--- config.mk ---
export PLATFORM = sky130hd
export DESIGN_NAME = muldiv_unit
export DESIGN_NICKNAME = d
export VERILOG_FILES = /design/src/rtl/muldiv_pkg.sv /design/src/rtl/muldiv_operand_prep.sv /design/src/rtl/muldiv_unit.sv
export SDC_FILE = /design/constraint.sdc
export NUM_CORES = 1
export LEC_CHECK = 0
export CAP_MARGIN = 20
export CORE_ASPECT_RATIO = 0.5
export CORE_MARGIN = 2
export CORE_UTILIZATION = 49
export CTS_CLUSTER_SIZE = 12
export DETAILED_ROUTE_END_ITERATION = 12
export GPL_TIMING_DRIVEN = 0
export HOLD_SLACK_MARGIN = 0.05
export PLACE_DENSITY = 0.72
export SKIP_CTS_REPAIR_TIMING = 1
export SLEW_MARGIN = 20
export SYNTH_ARGS = -nofsm -noshare
export SYNTH_HDL_FRONTEND = slang
export SYNTH_SLANG_ARGS = --single-unit
--- constraint.sdc ---
create_clock -name clk -period 9.7 [get_ports clk]
set_clock_uncertainty 0.2 [all_clocks]
set_input_delay 2.91 -clock clk [delete_from_list [all_inputs] [get_ports clk]]
set_output_delay 2.91 -clock clk [all_outputs]
set_load 0.05 [all_outputs]
--- src/rtl/muldiv_pkg.sv ---
// Shared definitions for the RV32M iterative multiply/divide unit:
// funct3 encodings, FSM state type and operand signedness helpers.
package muldiv_pkg;

  localparam logic [2:0] FUNCT3_MUL    = 3'd0;
  localparam logic [2:0] FUNCT3_MULH   = 3'd1;
  localparam logic [2:0] FUNCT3_MULHSU = 3'd2;
  localparam logic [2:0] FUNCT3_MULHU  = 3'd3;
  localparam logic [2:0] FUNCT3_DIV    = 3'd4;
  localparam logic [2:0] FUNCT3_DIVU   = 3'd5;
  localparam logic [2:0] FUNCT3_REM    = 3'd6;
  localparam logic [2:0] FUNCT3_REMU   = 3'd7;

  typedef enum logic [1:0] {
    ST_IDLE   = 2'd0,
    ST_CALC   = 2'd1,
    ST_FINISH = 2'd2
  } state_t;

  function automatic logic is_div(input logic [2:0] f);
    return f[2];
  endfunction

  function automatic logic is_signed_rs1(input logic [2:0] f);
    return (f == FUNCT3_MUL) || (f == FUNCT3_MULH) || (f == FUNCT3_MULHSU) ||
           (f == FUNCT3_DIV) || (f == FUNCT3_REM);
  endfunction

  function automatic logic is_signed_rs2(input logic [2:0] f);
    return (f == FUNCT3_MUL) || (f == FUNCT3_MULH) ||
           (f == FUNCT3_DIV) || (f == FUNCT3_REM);
  endfunction

endpackage

--- src/rtl/muldiv_operand_prep.sv ---
// Combinational operand conditioning: magnitudes, result signs and
// detection of the divide-by-zero and signed-overflow special cases.
module muldiv_operand_prep
  import muldiv_pkg::*;
#(
  parameter int XLEN = 32
) (
  input  logic [2:0]      i_funct3,
  input  logic [XLEN-1:0] i_operand_1,
  input  logic [XLEN-1:0] i_operand_2,
  output logic [XLEN-1:0] o_abs_1,
  output logic [XLEN-1:0] o_abs_2,
  output logic            o_neg_result,
  output logic            o_neg_remainder,
  output logic            o_div_by_zero,
  output logic            o_overflow
);

  localparam logic [XLEN-1:0] MOST_NEG = {1'b1, {(XLEN-1){1'b0}}};

  logic w_sign_1;
  logic w_sign_2;

  assign w_sign_1        = is_signed_rs1(i_funct3) & i_operand_1[XLEN-1];
  assign w_sign_2        = is_signed_rs2(i_funct3) & i_operand_2[XLEN-1];
  assign o_abs_1         = w_sign_1 ? -i_operand_1 : i_operand_1;
  assign o_abs_2         = w_sign_2 ? -i_operand_2 : i_operand_2;
  assign o_neg_result    = w_sign_1 ^ w_sign_2;
  assign o_neg_remainder = w_sign_1;
  assign o_div_by_zero   = (i_operand_2 == '0);
  assign o_overflow      = is_div(i_funct3) && is_signed_rs2(i_funct3) &&
                           (i_operand_1 == MOST_NEG) && (i_operand_2 == '1);

endmodule

--- src/rtl/muldiv_unit.sv ---
// Iterative RV32M multiply/divide unit: one bit per cycle shift-add multiply
// and restoring divide, fixed XLEN+2 cycle latency, start/busy/done handshake.
module muldiv_unit
  import muldiv_pkg::*;
#(
  parameter int XLEN = 32
) (
  input  logic            clk,
  input  logic            reset_n,
  input  logic            start,
  input  logic [2:0]      funct3,
  input  logic [XLEN-1:0] operand_1,
  input  logic [XLEN-1:0] operand_2,
  input  logic [4:0]      dest_register_select,
  output logic            busy,
  output logic            done,
  output logic [XLEN-1:0] result,
  output logic [4:0]      write_register_select
);

  localparam int CW = $clog2(XLEN) + 1;
  localparam logic [XLEN-1:0] MOST_NEG = {1'b1, {(XLEN-1){1'b0}}};

  state_t r_state, w_next_state;

  logic [CW-1:0]   r_count;
  logic [XLEN-1:0] r_hi, r_lo, r_b, r_op1, r_result;
  logic [2:0]      r_funct3;
  logic [4:0]      r_rd, r_wrs;
  logic            r_neg_res, r_neg_rem, r_dbz, r_ovf, r_done;

  logic [XLEN-1:0] w_abs_1, w_abs_2;
  logic            w_neg_res, w_neg_rem, w_dbz, w_ovf;

  muldiv_operand_prep #(.XLEN(XLEN)) u_prep (
    .i_funct3       (funct3),
    .i_operand_1    (operand_1),
    .i_operand_2    (operand_2),
    .o_abs_1        (w_abs_1),
    .o_abs_2        (w_abs_2),
    .o_neg_result   (w_neg_res),
    .o_neg_remainder(w_neg_rem),
    .o_div_by_zero  (w_dbz),
    .o_overflow     (w_ovf)
  );

  // r_hi/r_lo are shared: product accumulator/multiplier for MUL*, remainder/quotient for DIV*
  logic [XLEN:0]   w_mul_sum, w_div_shift, w_div_diff;
  logic [XLEN-1:0] w_hi_next, w_lo_next;

  always_comb begin
    w_mul_sum   = {1'b0, r_hi} + (r_lo[0] ? {1'b0, r_b} : '0);
    w_div_shift = {r_hi, r_lo[XLEN-1]};
    w_div_diff  = w_div_shift - {1'b0, r_b};
    w_hi_next   = w_mul_sum[XLEN:1];
    w_lo_next   = {w_mul_sum[0], r_lo[XLEN-1:1]};
    if (is_div(r_funct3)) begin
      if (!w_div_diff[XLEN]) begin
        w_hi_next = w_div_diff[XLEN-1:0];
        w_lo_next = {r_lo[XLEN-2:0], 1'b1};
      end else begin
        w_hi_next = w_div_shift[XLEN-1:0];
        w_lo_next = {r_lo[XLEN-2:0], 1'b0};
      end
    end
  end

  logic [2*XLEN-1:0] w_prod;
  logic [XLEN-1:0]   w_quo, w_rem, w_final;

  always_comb begin
    w_prod = r_neg_res ? -{r_hi, r_lo} : {r_hi, r_lo};
    w_quo  = r_neg_res ? -r_lo : r_lo;
    w_rem  = r_neg_rem ? -r_hi : r_hi;
    if (r_dbz) begin
      w_quo = '1;
      w_rem = r_op1;
    end
    if (r_ovf) begin
      w_quo = MOST_NEG;
      w_rem = '0;
    end
    case (r_funct3)
      FUNCT3_MUL:                               w_final = w_prod[XLEN-1:0];
      FUNCT3_MULH, FUNCT3_MULHSU, FUNCT3_MULHU: w_final = w_prod[2*XLEN-1:XLEN];
      FUNCT3_DIV, FUNCT3_DIVU:                  w_final = w_quo;
      default:                                  w_final = w_rem;
    endcase
  end

  always_comb begin
    w_next_state = r_state;
    case (r_state)
      ST_IDLE:   if (start) w_next_state = ST_CALC;
      ST_CALC:   if (r_count == CW'(XLEN-1)) w_next_state = ST_FINISH;
      ST_FINISH: w_next_state = ST_IDLE;
      default:   w_next_state = ST_IDLE;
    endcase
  end

  always_ff @(posedge clk) begin
    if (!reset_n) begin
      r_state   <= ST_IDLE;
      r_count   <= '0;
      r_done    <= 1'b0;
      r_result  <= '0;
      r_wrs     <= '0;
      r_hi      <= '0;
      r_lo      <= '0;
      r_b       <= '0;
      r_op1     <= '0;
      r_funct3  <= '0;
      r_rd      <= '0;
      r_neg_res <= 1'b0;
      r_neg_rem <= 1'b0;
      r_dbz     <= 1'b0;
      r_ovf     <= 1'b0;
    end else begin
      r_state <= w_next_state;
      r_done  <= 1'b0;
      case (r_state)
        ST_IDLE: begin
          if (start) begin
            r_count   <= '0;
            r_hi      <= '0;
            r_lo      <= is_div(funct3) ? w_abs_1 : w_abs_2;
            r_b       <= is_div(funct3) ? w_abs_2 : w_abs_1;
            r_op1     <= operand_1;
            r_funct3  <= funct3;
            r_rd      <= dest_register_select;
            r_neg_res <= w_neg_res;
            r_neg_rem <= w_neg_rem;
            r_dbz     <= w_dbz;
            r_ovf     <= w_ovf;
          end
        end
        ST_CALC: begin
          r_count <= r_count + 1'b1;
          r_hi    <= w_hi_next;
          r_lo    <= w_lo_next;
        end
        ST_FINISH: begin
          r_result <= w_final;
          r_wrs    <= r_rd;
          r_done   <= 1'b1;
        end
        default: ;
      endcase
    end
  end

  assign busy                  = (r_state != ST_IDLE);
  assign done                  = r_done;
  assign result                = r_result;
  assign write_register_select = r_wrs;

endmodule

; After elaboration in Yosys (flattened, before gate mapping)
; Cells that the tools add are included.
; Widths: inputs -> output; s select.
[totals]
input_bits = 75
reg_bits = 186
ramBits = 0
rom_bits = 0
n_memories = 0
wordCells = 89
latchBits = 0
output_inout_bits = 39
[classes]
n_reduce_logical = 20
n_addsub = 8
shift = 0
muxes = 27
n_eq_ne = 16
n_bitwise = 3
n_mul = 0
magnitude_cmp = 0
div = 0
[ops]
columns = op, n
row1 = $mux 32, 16
row2 = $neg 32->32, 4
row3 = $pmux 32 s2, 2
row4 = $pmux 32 s3, 1
row5 = $eq 32x32->1 const B, 2
row6 = $mux 64, 1
row7 = $neg 64->64, 1
row8 = $add 32x32->33, 1
row9 = $sub 33x32->33, 1
row10 = $logic_not 32->1, 1
row11 = $eq 3x3->1 const B, 4
row12 = $pmux 6 s2, 1
row13 = $eq 3x2->1 const B, 3
row14 = $add 6x1->6 const B, 1
row15 = $eq 3x1->1 const B, 2
row16 = $eq 6x5->1 const B, 1
row17 = $logic_not 3->1, 2
row18 = $logic_or 1x1->1, 6
row19 = $mux 6, 1
row20 = $reduce_and 2->1, 3
row21 = $mux 2, 2
row22 = $ne 2x2->1 const B, 2
row23 = $pmux 2 s2, 1
row24 = $reduce_bool 2->1, 2
row25 = 9 further kinds, 13

; Logic depth before layout (Yosys ltp)
[logic_depth]
word_depth = 10
ltp_mapped = 15
ltp_nobuf = 14

; By module
; Synthesis repeated with hierarchy kept, for this count alone.
[hier_totals]
hier_cells = 2207
hier_area_um2 = 16343.2
[modules_own_cells]
columns = module, n_inst, area_per_inst_um2, cells_per_inst
row1 = muldiv_unit, 1, 14677.8, 1959
row2 = muldiv_operand_prep, 1, 1665.3, 248

; Least setup slack after synthesis
; OpenSTA, ideal clock, no wires.
[synth_path]
path_type = in2reg
from = input port operand_2[1]
to = register r_b[30]
slack_ps = 3974
required_ps = 9435
arrival_time_ps = 5461
setup_ps = 65
stages = 12
path_cell_list = inv_1 > ha_1 > or4b_2 > nor4_1 > nand2_1 > nor3_1 > a21oi_1 > xor2_1 > nor2_1 > a211oi_1 > a21oi_1 > nor2_1
[synth_between]
elab_chain_len = 3
[synth_lines]
columns = item, line
row1 = from (decl), muldiv_unit.sv:13  ; input logic [XLEN-1:0] operand_2,
row2 = $neg 32->32, muldiv_operand_prep.sv:27  ; assign o_abs_2 = w_sign_2 ? -i_operand_2 : i_operand_2;
row3 = $mux 32, muldiv_operand_prep.sv:27
row4 = $mux 32, muldiv_unit.sv:127  ; r_b <= is_div(funct3) ? w_abs_2 : w_abs_1;
row5 = to (signal assigned), muldiv_unit.sv:127
row6 = to (decl), muldiv_unit.sv:27  ; logic [XLEN-1:0] r_hi, r_lo, r_b, r_op1, r_result;
; Every way passes these cells.
; A chain may end at the register's enable or synchronous reset.

; Worst setup path in the final report
[layout_path]
from = input port operand_2[0]
to = register r_b[28]
; The elaborated chain is that of the path after synthesis.

==> results.txt <==
First-pass GRT wire length: 106 mm
Slowest cell on the critical path: nor4_1
Critical Path End Type: flip-flop
CTS sink cnt: 186
Slowest Stage Delay on Critical Path: 700 ps
Core area: 31700 um2
Global placer's final weighted congestion: 1.08
WL per Instance: 26.6 um
P_leak: 6.86 nW
Flop-to-flop setup slack: 4200 ps
Final ANT Viol Nets: 0
Worst setup margin: 3000 ps
1st-iter DRT viols: 2651
Total GRT Usage: 43.0%
Area Growth Syn to Fin: 14.5%
Reg area: 3720 um2
H-tree depth: 4
Final setup vio count: 0
Vias in the first global route: 16000
DIE AREA: 33800 um2
Reg2reg start: r_hi[0]
CP Class: input port to flip-flop
Remaining DRCs: 0
Area of the multi-input gates: 11200 um2
Worst-path maximum fanout: 6
Longest Clk Path Bufs: 2
Pwr per Cell Area: 142 nW/um2
Slew Limit Fails: 0
Share of layout cells above drive strength 1: 3.82%
Die Y: 131 um
Reg2reg end: r_lo[0]
MaxCap Viol Count: 0
Largest net degree at the start of global routing: 24
Detailed Routing Iterations Pass 1: 7
Row Count: 46
Fmax: 0.149 GHz
Syn Inst Count: 2189
TritonCTS Buffers: 17
Worst slew margin: 17.8%
Global route overflow: 0
Reg2reg path depth: 13
Final hold vios: 0
Period utilisation layout: 69.0%
Critical path launch point: operand_2[0]
Total Power: 0.00257 W
Req. time, crit path: 9840 ps
Seq cells post-synth: 186
Num ports: 114
WHS: 259 ps
Crit path launch type: input port
Slew @ Worst Pin: 1230 ps
Mapped cell area: 15800 um2
Top_reg_cell synth: dfxtp_1
Finished Cell Area: 18100 um2
Syn_nets: 2336
Final setup TNS: 0 ps
Register area share after synthesis: 23.5%
Vias: 18000
Min Clock Period, post-route: 6700 ps
Synthesized area per cell: 7.23 um2
Starting Density: 49.9%
FFs w/ async S/R, synth: 0%
Die Span X: 258 um
Area post-placement: 17500 um2
Total Wirelength: 73.7 mm
Final net count: 2466
RSZ-0062 raised after global routing: false
Crit path DAT: 6840 ps
Min-Delay Path Class: flip-flop to flip-flop
Synth unique cells: 93
CTS tree: yes
Clock Latency Late Sink: 490 ps
Dpl ws: 2670 ps
Clk root buf: clkbuf_16
Input/output buffers: 111
DR vias/cell: 6.50
Setup crit end: r_b[28]
Peak supply drop: 0.136 mV
YS warnings: 0
Post-DP HPWL: 58.8 mm
Initial antenna violation count: 3
Crit-path cells: clkdlybuf4s50_1 > inv_1 > ha_1 > or4b_2 > nor4_1 > nand2_1 > nor3_1 > a31oi_1 > xnor2_1 > a21oi_1 > o21ai_0 > o31ai_1
Post-synth EDFFs: 0
Status: complete, no violations
Clock-pin slew of the registers on the worst-case setup and hold paths: 90 ps
Filler Cell Count: 3130
==> worst max-delay path: cells and delay by family <==
| kind | cells | cell delay (ps) |
|---|---|---|
| AO/OA/AOI/OAI | 4 | 630 |
| XOR/XNOR | 1 | 240 |
| buffers and inverters | 2 | 690 |
| AND/OR/NAND/NOR | 4 | 2180 |
| adder cells (fa/ha/maj) | 1 | 190 |
==> where the power goes <==
group / switching (W) / internal [W] / leakage (nW)
clock network: 0.000431 / 0.000367 / 0.311
registers: 0.0000706 / 0.000803 / 1.52
logic: 0.000583 / 0.000313 / 5.03
==> worst min path at each step <==
stage	startpoint	endpoint	slack (ps)	cells past startpoint
6_report	r_rd[3]	write_register_select[3]	260	2
3_3_place_gp	r_rd[4]	write_register_select[4]	240	2
2_1_floorplan	r_b[17]	r_b[17]	230	2
3_5_place_dp	r_rd[3]	write_register_select[3]	250	2
4_1_cts	r_rd[3]	write_register_select[3]	260	2
5_1_grt	write_register_select[4]	write_register_select[4]	280	2
==> registers in the layout, summed over array words and instances, names as in the netlist, 2 cells and up <==
| name | count |
|---|---|
| result | 32 |
| write_register_select | 5 |
| r_b | 32 |
| r_op1 | 32 |
| r_rd | 5 |
| r_hi | 32 |
| r_lo | 32 |
| r_funct3 | 3 |
| r_state | 2 |
| r_count | 6 |
==> layout by cell type, fill, tap and decap left out, drive strengths merged, types with 16 or more instances in the layout <==
cell type / Yosys / routed
nand4: 21 / 21
a221oi: 22 / 22
nand2b: 19 / 19
a31oi: 21 / 21
inv: 62 / 75
a21oi: 259 / 259
a21o: 25 / 25
clkdlybuf4s50: 0 / 111
o31ai: 28 / 28
o221ai: 21 / 21
ha: 70 / 70
nand3: 24 / 24
nor4: 16 / 16
a22oi: 23 / 23
xnor2: 112 / 112
clkbuf: 133 / 150
xor2: 94 / 94
o21ai: 184 / 184
a211oi: 52 / 52
or3: 24 / 24
nor3: 25 / 25
nor2: 187 / 187
mux2i: 61 / 61
o211ai: 18 / 18
nand2: 287 / 287
buf: 29 / 29
or4: 21 / 21
dfxtp: 186 / 186
==> routing by layer <==
layer  part of all wire [%]  vias up  track usage, %
met5                  0.019        -               0
met4                    3.0        2            13.4
met3                     16      152            18.7
met2                     38     1143            59.9
met1                     43     8555            59.3
li1                       -     8135               -
==> logic make-up (layout without fill, tap and decap cells) <==
kind of cell / count (synthesis) / after routing / synth area share (%)
AO/OA/AOI/OAI: 727 / 727 / 28.4
XOR/XNOR: 206 / 206 / 11.4
adder cells (fa/ha/maj): 72 / 72 / 5.79
buffers and inverters: 226 / 369 / 5.92
flip-flops: 186 / 186 / 23.5
multiplexers: 64 / 64 / 4.10
other: 0 / 2 / 0
AND/OR/NAND/NOR: 708 / 708 / 20.8
==> layout make-up <==
class,count,area share (%)
inverters,62,1.28
repair buffers,111,6.13
well taps,432,2.98
clock buffers,17,2.35
clock inverters,15,1.18
diodes,2,0.0276
flip-flops and latches,186,20.6
multi-input cells,1777,61.6
plain buffers,164,3.88
==> synthesized netlist by cell type (9+ instances only) <==
library cell    n  area, um2
or4_1          17        128
nor4_1         16        100
nand3_1        24        120
dfxtp_1       186       3720
a22oi_1        23        173
nor2_1        186        698
inv_1          61        229
nand4_1        21        131
a21o_1         25        188
xnor2_1       112        981
nand3b_1        9       67.6
a31oi_1        21        131
nand2b_1       19        119
o31ai_1        27        203
buf_1          16       60.1
nand2_1       287       1080
a221oi_1       21        184
o21a_1          9       67.6
and3_1         14       87.6
nor2b_1        15       93.8
ha_1           70        876
or3_1          22        138
o211ai_1       18        135
or2_2          12       75.1
o21ai_0       179        896
a211oi_1       52        390
and2_1         14       87.6
o221ai_1       21        184
xor2_1         94        823
a21oi_1       258       1290
clkbuf_1      129        484
nor3_1         25        125
mux2i_1        60        601
==> stage by stage <==
stage,utilization (%),std cells
final,57.1,2766
after global routing,57.1,2764
after CTS,57.1,2764
after detailed placement,55.1,2732
after global placement,55.1,2732
after floorplan,-,2189
(Power assumes the default switching activity.)
